### src/rtl/sram_arbiter.sv
// rtl/sram_arbiter.sv - round-robin two-requester arbiter and access sequencer for a single-port sRAM
// Every output is a register; the combinational block only computes next-cycle values.
module sram_arbiter #(
  parameter int AW = 8,
  parameter int DW = 8
) (
  input  logic          clk,
  input  logic          rst,
  input  logic          req0,
  input  logic          we0,
  input  logic [AW-1:0] addr0,
  input  logic [DW-1:0] wdata0,
  output logic          ack0,
  output logic [DW-1:0] rdata0,
  input  logic          req1,
  input  logic          we1,
  input  logic [AW-1:0] addr1,
  input  logic [DW-1:0] wdata1,
  output logic          ack1,
  output logic [DW-1:0] rdata1,
  output logic          busy,
  output logic          mem_en,
  output logic          mem_rd,
  output logic          mem_wt,
  output logic [AW-1:0] mem_add,
  output logic [DW-1:0] mem_din,
  input  logic [DW-1:0] mem_dout
);

  typedef enum logic [1:0] {IDLE, ACCESS, RDWAIT, ACK} state_t;

  state_t        state, state_n;
  logic          ptr, ptr_n;
  logic          win, win_n;
  logic          pick1;
  logic          en_n, rd_n, wt_n;
  logic [AW-1:0] add_n;
  logic [DW-1:0] din_n;
  logic          ack0_n, ack1_n, busy_n;
  logic [DW-1:0] rdata0_n, rdata1_n;

  always_ff @(posedge clk) begin
    if (rst) begin
      state   <= IDLE;
      ptr     <= 1'b0;
      win     <= 1'b0;
      mem_en  <= 1'b0;
      mem_rd  <= 1'b0;
      mem_wt  <= 1'b0;
      mem_add <= '0;
      mem_din <= '0;
      ack0    <= 1'b0;
      ack1    <= 1'b0;
      rdata0  <= '0;
      rdata1  <= '0;
      busy    <= 1'b0;
    end else begin
      state   <= state_n;
      ptr     <= ptr_n;
      win     <= win_n;
      mem_en  <= en_n;
      mem_rd  <= rd_n;
      mem_wt  <= wt_n;
      mem_add <= add_n;
      mem_din <= din_n;
      ack0    <= ack0_n;
      ack1    <= ack1_n;
      rdata0  <= rdata0_n;
      rdata1  <= rdata1_n;
      busy    <= busy_n;
    end
  end

  always_comb begin
    state_n  = state;
    ptr_n    = ptr;
    win_n    = win;
    en_n     = mem_en;
    rd_n     = mem_rd;
    wt_n     = mem_wt;
    add_n    = mem_add;
    din_n    = mem_din;
    ack0_n   = 1'b0;
    ack1_n   = 1'b0;
    rdata0_n = rdata0;
    rdata1_n = rdata1;
    pick1    = 1'b0;
    case (state)
      IDLE: begin
        if (req0 || req1) begin
          // ptr only matters on contention; it always points away from the last winner
          pick1   = req1 && (!req0 || ptr);
          win_n   = pick1;
          ptr_n   = !pick1;
          en_n    = 1'b1;
          wt_n    = pick1 ? we1 : we0;
          rd_n    = pick1 ? !we1 : !we0;
          add_n   = pick1 ? addr1 : addr0;
          din_n   = pick1 ? wdata1 : wdata0;
          state_n = ACCESS;
        end
      end
      ACCESS: begin
        en_n = 1'b0;
        rd_n = 1'b0;
        wt_n = 1'b0;
        // mem_wt still holds the direction of the access being performed this cycle
        if (mem_wt) begin
          ack0_n  = !win;
          ack1_n  = win;
          state_n = ACK;
        end else begin
          state_n = RDWAIT;
        end
      end
      RDWAIT: begin
        if (win) rdata1_n = mem_dout;
        else     rdata0_n = mem_dout;
        ack0_n  = !win;
        ack1_n  = win;
        state_n = ACK;
      end
      ACK:     state_n = IDLE;
      default: state_n = IDLE;
    endcase
    busy_n = (state_n != IDLE);
  end

endmodule

### config.mk
export PLATFORM = sky130hd
export DESIGN_NAME = sram_arbiter
export DESIGN_NICKNAME = d
export VERILOG_FILES = /design/src/rtl/sram_arbiter.sv
export SDC_FILE = /design/constraint.sdc
export NUM_CORES = 1
export LEC_CHECK = 0
export CAP_MARGIN = 20
export CORE_MARGIN = 4
export CORE_UTILIZATION = 30
export DETAILED_ROUTE_END_ITERATION = 16
export DONT_BUFFER_PORTS = 1
export PLACE_DENSITY = 0.56
export SLEW_MARGIN = 10
export SYNTH_ARGS = -nofsm -noshare
export SYNTH_HDL_FRONTEND = slang
export SYNTH_SLANG_ARGS = --single-unit
### constraint.sdc
create_clock -name clk -period 1.6 [get_ports clk]
set_input_delay 0.16 -clock clk [delete_from_list [all_inputs] [get_ports clk]]
set_output_delay 0.16 -clock clk [all_outputs]
set_load 0.03 [all_outputs]
After elaboration in Yosys (flattened, before gate mapping) --
Index checks and enable logic that the tools add are counted.
Cells by class: div/mod/pow operators 0, eq/ne operators 4, multipliers 0, $add $sub $neg 0, magnitude comparators 0, muxes and demuxes 17, shift-type cells 0, reductions and logical operators 15, bitwise gates (word level) 1
Operators by type and width (count):
- two-way mux 8 bit | 2
- one-hot mux 1 bit (2 select lines) | 5
- two-way mux 1 bit | 8
- one-hot mux 2 bit (4 select lines) | 1
- AND reduction 2 bit | 4
- zero test 1 bit | 5
- == test 2 bit, second input constant | 2
- nonzero test 2 bit | 2
- == test 2 x 1 -> 1 bit, second input constant | 1
- zero test 2 bit | 1
- logical OR 1 bit | 2
- two-way mux 2 bit | 1
- != test 2 bit, second input constant | 1
- logical AND 1 bit | 1
- inverter 1 bit | 1
Storage, ports and cells: memories 0, bits in writable memories 0, bits in latches 0, bits in read-only memories 0, logic and storage cells 50, register bits after elaboration 42

Depth between registers and ports, before layout --
Gate-level depths: netlist of run 1.
depth after elaboration 6, gate-level depth with buffers 7

Worst setup path after synthesis of run 1 --
OpenSTA, ideal clock, no wires.
kind reg2reg, start register state[0], end register mem_add[2], data required time 1.472 ns, setup time 0.128 ns, period minus slack after synthesis 1.447 ns, path slack 0.153 ns, arrival 1.320 ns, stages on the path, launching flop included 7, cell sequence dfxtp_1 > inv_1 > ha_1 > o21ai_0 > clkbuf_1 > a222oi_1 > nor2_1
On the way: longest elaborated chain between the ends 2
RTL lines:
- from (decl) | RTL line 32 | state_t state, state_n;
- from (signal assigned) | RTL line 58 | state <= state_n;
- zero test 2 bit | RTL line 88 | case (state)
- AND reduction 2 bit (no source line)
- to (signal assigned) | RTL line 64 | mem_add <= add_n;
- to (decl) | RTL line 25 | output logic [AW-1:0] mem_add,
No other way between the ends. A chain may end at the register's enable or synchronous reset.

Final worst setup path of run 1 --
start register state[1], end register busy
On the way: longest elaborated chain between the ends 3, elaborated cells between the ends (all ways) 7, those cells by class eq/ne (3); mux (2); reduce/logical (2)
RTL lines:
- == test 2 bit, or another cell as far along | RTL line 88
- one-hot mux 2 bit (4 select lines) (*) | RTL line 88
- nonzero test 2 bit (*) | RTL line 126 | busy_n = (state_n != IDLE);
- to (signal assigned) | RTL line 70 | busy <= busy_n;
- to (decl) | RTL line 21 | output logic busy,
Every way passes the cells marked *; elsewhere a longest branch is shown, timed or not.

==> results of run 1 <==
==> state kept, by name, indices dropped and copies added, names as in the netlist <==
name	flops
busy	1
ack0	1
mem_din	8
mem_add	8
state	2
ptr	1
mem_rd	1
mem_en	1
mem_wt	1
rdata1	8
ack1	1
win	1
rdata0	8
==> how the worst max path moves through the flow <==
stage                       endpoint  slack [ns]  cells past startpoint
after global placement    mem_add[4]       -0.04                      6
after floorplan           mem_add[2]        0.15                      6
after CTS                 mem_din[3]        0.02                      5
final                           busy        0.11                      6
after global routing      mem_add[1]        0.01                      6
after detailed placement  mem_din[3]       -0.09                      6
==> cell type report <==
class / count / area [sq um] / area share
clock buffers: 6 / 72.57 / 0.03742
inverters: 5 / 18.77 / 0.009677
flip-flops and latches: 42 / 840.8 / 0.4335
multi-input cells: 117 / 709.4 / 0.3658
clock inverters: 2 / 37.54 / 0.01935
well taps: 70 / 87.58 / 0.04516
repair buffers: 17 / 172.7 / 0.08903
==> cell usage in the layout (no fill, tap or decap) <==
| cell | netlist | routed |
|---|---|---|
| sky130_fd_sc_hd__inv_1 | 5 | 5 |
| sky130_fd_sc_hd__nand2_1 | 27 | 27 |
| sky130_fd_sc_hd__nand3_1 | 9 | 9 |
| sky130_fd_sc_hd__mux2i_1 | 1 | 1 |
| sky130_fd_sc_hd__nor2b_2 | 0 | 1 |
| sky130_fd_sc_hd__mux2_2 | 1 | 1 |
| sky130_fd_sc_hd__a21oi_4 | 0 | 1 |
| sky130_fd_sc_hd__ha_1 | 5 | 4 |
| sky130_fd_sc_hd__a311oi_1 | 1 | 1 |
| sky130_fd_sc_hd__nor3_1 | 2 | 2 |
| sky130_fd_sc_hd__buf_12 | 0 | 2 |
| sky130_fd_sc_hd__nor4_1 | 1 | 1 |
| sky130_fd_sc_hd__nor2_1 | 21 | 21 |
| sky130_fd_sc_hd__and3_2 | 0 | 1 |
| sky130_fd_sc_hd__o31ai_1 | 1 | 1 |
| sky130_fd_sc_hd__a21oi_1 | 22 | 22 |
| sky130_fd_sc_hd__a222oi_1 | 16 | 16 |
| sky130_fd_sc_hd__and3b_1 | 1 | 1 |
| sky130_fd_sc_hd__o41ai_1 | 1 | 1 |
| sky130_fd_sc_hd__dlygate4sd3_1 | 0 | 8 |
| sky130_fd_sc_hd__dfxtp_1 | 42 | 42 |
| sky130_fd_sc_hd__nand2b_1 | 2 | 2 |
| sky130_fd_sc_hd__buf_4 | 0 | 7 |
| sky130_fd_sc_hd__a21boi_1 | 1 | 1 |
| sky130_fd_sc_hd__bufinv_16 | 0 | 1 |
| sky130_fd_sc_hd__clkbuf_1 | 9 | 1 |
| sky130_fd_sc_hd__clkinvlp_4 | 0 | 1 |
| sky130_fd_sc_hd__a32o_1 | 1 | 1 |
| sky130_fd_sc_hd__ha_4 | 0 | 1 |
| sky130_fd_sc_hd__o21ai_1 | 0 | 1 |
| sky130_fd_sc_hd__clkbuf_8 | 0 | 5 |
==> worst max-delay path, cell delays in order, from the launching register on <==
cell and delay (ns):
sky130_fd_sc_hd__dfxtp_1 0.34, sky130_fd_sc_hd__inv_1 0.11, sky130_fd_sc_hd__buf_4 0.13, sky130_fd_sc_hd__ha_1 0.29, sky130_fd_sc_hd__a21oi_1 0.13, sky130_fd_sc_hd__mux2_2 0.29, sky130_fd_sc_hd__a21oi_1 0.13
==> per-stage QoR <==
stage	instances	power (mW)	hold WS (ns)	worst slack, ns	setup TNS (ns)
2_1_floorplan	178	2.297	0.2787	0.1526	0
3_3_place_gp	241	2.489	0.2374	-0.03989	-0.4334
3_5_place_dp	241	2.495	0.2379	-0.08608	-1.060
4_1_cts	258	3.390	0.002552	0.01693	0
5_1_grt	259	3.665	0.01275	0.01225	0
6_report	259	3.424	0.009686	0.1128	0
==> metal layers <==
| metal | vias up | GRT usage | share of wire |
|---|---|---|---|
| met3 | 5 | 0.05987 | 0.14 |
| met4 | 0 | 0.05068 | 0.012 |
| met5 | - | 0 | 0 |
| li1 | 656 | - | - |
| met1 | 617 | 0.1420 | 0.40 |
| met2 | 78 | 0.2036 | 0.45 |
==> where the power goes <==
| part | total, mW | internal [mW] | leakage [nW] | switching [mW] |
|---|---|---|---|---|
| clock | 0.843 | 0.466 | 0.0514 | 0.377 |
| sequential | 1.66 | 1.23 | 0.343 | 0.430 |
| combinational | 0.918 | 0.416 | 0.319 | 0.502 |
| total | 3.42 | 2.11 | 0.714 | 1.31 |
==> what timing repair did <==
action	4_1_cts	5_1_grt
setup buffers	0	1
setup endpoints to repair	16	25
endpoints found under the hold margin	40	0
pin swaps	0	2
gates resized for setup	1	4
hold buffers	9	0
==> logic make-up after synthesis <==
family | after synthesis | synth area share
flip-flops | 42 | 0.5201
buffers and inverters | 19 | 0.05572
adder cells (fa/ha/maj) | 5 | 0.03870
AND/OR/NAND/NOR | 65 | 0.1703
AO/OA/AOI/OAI | 45 | 0.2020
multiplexers | 2 | 0.01316
==> results_dict.tcl, run 1 <==
set metrics [dict create \
    cts.sinks 42 \
    number_of_synthesized_flops_with_an_enable_pin 0 \
    grt_start_max_net_pins 41 \
    timing_worst_slew_pin_value_ns 0.3461 \
    htree_num_levels 2 \
    cts_tree "yes" \
    unrepaired_setup_endpoints_after_global_routing "false" \
    numPortBuffers 0 \
    detail_route.wirelength_mm 4.025 \
    period_needed_ns 1.487 \
    postSynth.topFlopCell "sky130_fd_sc_hd__dfxtp_1" \
    layout_worst_path_cycle_share 0.9295 \
    cts.root.buffer_cell "sky130_fd_sc_hd__clkbuf_8" \
    timing.hold.worst_endpoint "rdata1[2]" \
    die_height_um 81.41 \
    core.rowCount 26 \
    finish.instance_area_sq_mm 0.001939 \
    gr-total-overflow 0 \
    grt_antenna_before_repair 0 \
    postRouteAntennaNets 0 \
    synth_top_area_cell "sky130_fd_sc_hd__dfxtp_1" \
    synth.distinct_cells 26 \
    grt_pass1_vias 1366 \
    crit_path_end_kind "flip-flop" \
    yosysSeqAreaShare 0.5201 \
    postSynthCellCount 178 \
    synthesis.area_sq_mm 0.001617 \
    finalCoreUtilization 0.3749 \
    num_antenna_cells 0 \
    wl_per_cell_um 15.54 \
    initial_core_util 0.3125 \
    worstReg2RegEnd "busy" \
    grt_first_pass_wirelength_mm 6.396 \
    drv.max_cap_violation_count 0 \
    nFillCells 512 \
    clkSlewWorstSetupHoldPaths_ns 0.09 \
    synthesis.area_per_instance_sq_um 9.082 \
    power.static_leakage_nw 0.7143 \
    rr_startpoint "state[1]" \
    number_of_cells_traversed_by_the_worst_hold_path 2 \
    cp-startpoint "state[1]" \
    drt_pre_antenna_iters 4 \
    ys_ff_latch 42 \
    die-width_um 81.41 \
    synth.yosys.warnings 0 \
    synth_top_area_share 0.5201 \
    asyncSetResetFlopFracSynth 0 \
    ctsLongestPathBuffers 2 \
    criticalPathCategory "reg2reg" \
    status "completed" \
    final_setup_vio_count 0 \
    design.core.area_sq_mm 0.005172 \
    skew_ns 0.006950 \
    relSlewSlack 0.7689 \
    boundaryPins 84 \
    r2r_setup_slack_ns 0.11 \
    avgViaCountPerCell 5.236 \
    ys_top_cells_by_area "sky130_fd_sc_hd__dfxtp_1, sky130_fd_sc_hd__a222oi_1, sky130_fd_sc_hd__a21oi_1, sky130_fd_sc_hd__nand2_1, sky130_fd_sc_hd__nor2_1" \
    grt_util_all_layers 0.1259 \
    critical_path_required_ns 1.83 \
    first_iter_violations 77 \
    clk_latency_ns 0.30 \
    area_growth_pct 19.97 \
    hp-start "mem_dout[2]" \
    dieArea_sq_mm 0.006627 \
    worst-endpoint-arrival_ns 1.72 \
    post_synth_most_frequent_cells "sky130_fd_sc_hd__dfxtp_1, sky130_fd_sc_hd__nand2_1, sky130_fd_sc_hd__a21oi_1" \
    critical_path.startpoint_type "flip-flop" \
    synth_nets 229 \
    cell_area_power_density_mw_per_mm2 1765 \
    leading_cell_type_by_number_of_instances_after_synthesis "sky130_fd_sc_hd__dfxtp_1" \
    place.detailed.hpwl_mm 2.767 \
    timing.hold.worst.class "in2reg" \
    finalHoldViolCount 0 \
    power.ir.vdd_worst_uv 649.5 \
    maxSlewViolCount 0 \
    worst-r2r-cell-count 6 \
    post_dp_cell_area_sq_mm 0.001685 \
    cts_buffers 5 \
    place.gp.congestion 0.7522 \
    proportion_of_layout_cells_with_a_drive_suffix_above_1 0.1111 \
    route.vias.total 1356 \
    layout.nets 239 \
    post-route-drc-count 0 \
    critical_path_peak_fanout 7 \
    timing.fmax_ghz 0.6724 \
]
(Power assumes the default switching activity.)
==> inputs of run 2 (changes only) <==
--- a/config.mk
+++ b/config.mk
@@ -8,8 +8,10 @@
 export CAP_MARGIN = 20
 export CORE_MARGIN = 4
 export CORE_UTILIZATION = 30
+export CTS_BUF_LIST = sky130_fd_sc_hd__clkbuf_2
 export DETAILED_ROUTE_END_ITERATION = 16
 export DONT_BUFFER_PORTS = 1
+export GPL_ROUTABILITY_DRIVEN = 0
 export PLACE_DENSITY = 0.56
 export SLEW_MARGIN = 10
 export SYNTH_ARGS = -nofsm -noshare
==> run 2 against run 1 <==
Register-to-register slack about the same. Power decreased by 3.3%. First-iteration DRC count increased by 9.1%. Clock skew increased by 0.018 ns. Design area increased by 17%.
==> results_dict.tcl, run 2 (synthesized netlist as in run 1, its figures left out) <==
set metrics [dict create \
    cts_buffers 5 \
    cts.root.buffer_cell "sky130_fd_sc_hd__clkbuf_2" \
    timing.fmax_ghz 0.6705 \
    boundaryPins 84 \
    die_height_um 81.41 \
    finalWorstSetupSlack_ns 0.1085 \
    timing.hold.worst.class "in2reg" \
    worst-endpoint-arrival_ns 1.79 \
    ctsLongestPathBuffers 2 \
    hp-start "we0" \
    layout.nets 276 \
    grt_start_max_net_pins 43 \
    finalHoldViolCount 0 \
    final_cell_mix "sky130_fd_sc_hd__dlygate4sd3_1, sky130_fd_sc_hd__dfxtp_1, sky130_fd_sc_hd__nand2_1" \
    grt_antenna_before_repair 0 \
    detail_route.wirelength_mm 4.446 \
    final_common_cell "sky130_fd_sc_hd__dlygate4sd3_1" \
    wl_per_cell_um 15.02 \
    area_growth_pct 40.40 \
    cp-startpoint "state[1]" \
    cell_area_power_density_mw_per_mm2 1458 \
    finalHoldWorstSlack_ns 0.03838 \
    htree_num_levels 2 \
    num_antenna_cells 0 \
    core.rowCount 26 \
    status "completed" \
    place.detailed.hpwl_mm 2.767 \
    grt_first_pass_wirelength_mm 6.962 \
    crit_path_end_kind "flip-flop" \
    final_setup_vio_count 0 \
    cts_tree "yes" \
    drt_pre_antenna_iters 5 \
    critical_path_peak_fanout 14 \
    clk_latency_ns 0.40 \
    drv.max_cap_violation_count 0 \
    grt_pass1_vias 1479 \
    avgViaCountPerCell 5.095 \
    first_iter_violations 84 \
    power.ir.vdd_worst_uv 566.7 \
    clkSlewWorstSetupHoldPaths_ns 0.23 \
    critical_path_required_ns 1.90 \
    final.setup.tns_ns 0 \
    final_cells 296 \
    rr_startpoint "state[1]" \
    maxSlewViolCount 0 \
    critical_path.startpoint_type "flip-flop" \
    criticalPathCategory "reg2reg" \
    cts.sinks 42 \
    route.vias.total 1508 \
    relSlewSlack 0.7682 \
    period_needed_ns 1.491 \
    gr-total-overflow 0 \
    design.core.area_sq_mm 0.005172 \
    timing_worst_slew_pin_value_ns 0.3473 \
    postRouteAntennaNets 0 \
    power.static_leakage_nw 0.8569 \
    post-route-drc-count 0 \
    dieArea_sq_mm 0.006627 \
    proportion_of_layout_cells_with_a_drive_suffix_above_1 0.1150 \
    initial_core_util 0.3125 \
    grt_util_all_layers 0.1363 \
    finalCoreUtilization 0.4388 \
    place.detailed.instances 241 \
    nFillCells 477 \
    numPortBuffers 0 \
    dp_worst_setup_slack_ns -0.08608 \
    worst-r2r-cell-count 6 \
    skew_ns 0.02458 \
    layout_worst_path_cycle_share 0.9322 \
    number_of_cells_traversed_by_the_worst_hold_path 2 \
    die-width_um 81.41 \
]
-- run 2: cell count changes in the layout (fill, tap and decap cells not counted) --
cell / change
sky130_fd_sc_hd__dlygate4sd3_1: +36
sky130_fd_sc_hd__clkbuf_2: +6
sky130_fd_sc_hd__clkbuf_8: -5
sky130_fd_sc_hd__dfxtp_1: -2
sky130_fd_sc_hd__dfxtp_2: +2
sky130_fd_sc_hd__buf_4: +1
sky130_fd_sc_hd__clkbuf_1: -1
sky130_fd_sc_hd__ha_1: -1
sky130_fd_sc_hd__ha_2: +1
-- run 2: worst max-delay path, stage by stage, from the launching register on --
cell and delay, ns:
sky130_fd_sc_hd__dfxtp_2 0.38, sky130_fd_sc_hd__inv_1 0.11, sky130_fd_sc_hd__ha_4 0.17, sky130_fd_sc_hd__o21ai_1 0.09, sky130_fd_sc_hd__buf_4 0.20, sky130_fd_sc_hd__a222oi_1 0.37, sky130_fd_sc_hd__nor2_1 0.06
-- run 2: power by group --
group          total [mW]  switching, mW  internal, mW
sequential           1.66          0.427          1.24
combinational        1.02          0.538         0.485
clock               0.623          0.352         0.270
-- run 2: repair_timing --
item / in CTS / in global routing
endpoints found under the hold margin: 42 / 0
pin swaps: 0 / 1
resized for setup: 3 / 5
buffers inserted: 0 / 2
hold buffers: 45 / 0
setup endpoints to repair: 17 / 16
cloned: 0 / 0
-- run 2: final timing paths --
kind,to,slack [ns]
hold / removal,mem_rd,0.04
setup / recovery,mem_din[5],0.11
setup reg to reg,mem_din[5],0.11
hold reg to reg,ack0,0.59
-- run 2: through the flow --
stage / instance area [sq um] / total power [mW]
final: 2270 / 3.310
after detailed placement: 1685 / 2.495
after global routing: 2270 / 3.553
after global placement: 1685 / 2.489
after CTS: 2225 / 3.255
after floorplan: 1617 / 2.297
-- run 2: cell type report --
| class | instances | area (sq um) | area share |
|---|---|---|---|
| Sequential cell | 42 | 843.3 | 0.3716 |
| Multi-Input combinational cell | 117 | 711.9 | 0.3137 |
| Timing Repair Buffer | 54 | 540.5 | 0.2381 |
| Tap cell | 70 | 87.58 | 0.03859 |
| Clock inverter | 2 | 37.54 | 0.01654 |
| Clock buffer | 6 | 30.03 | 0.01323 |
| Inverter | 5 | 18.77 | 0.008269 |
-- run 2: routing by layer --
layer,up-vias,wire (um),GRT usage
met5,-,0,0
met4,0,17,0.04054
met1,690,1755,0.1512
met3,2,588,0.06098
li1,729,-,-
met2,87,2085,0.2329
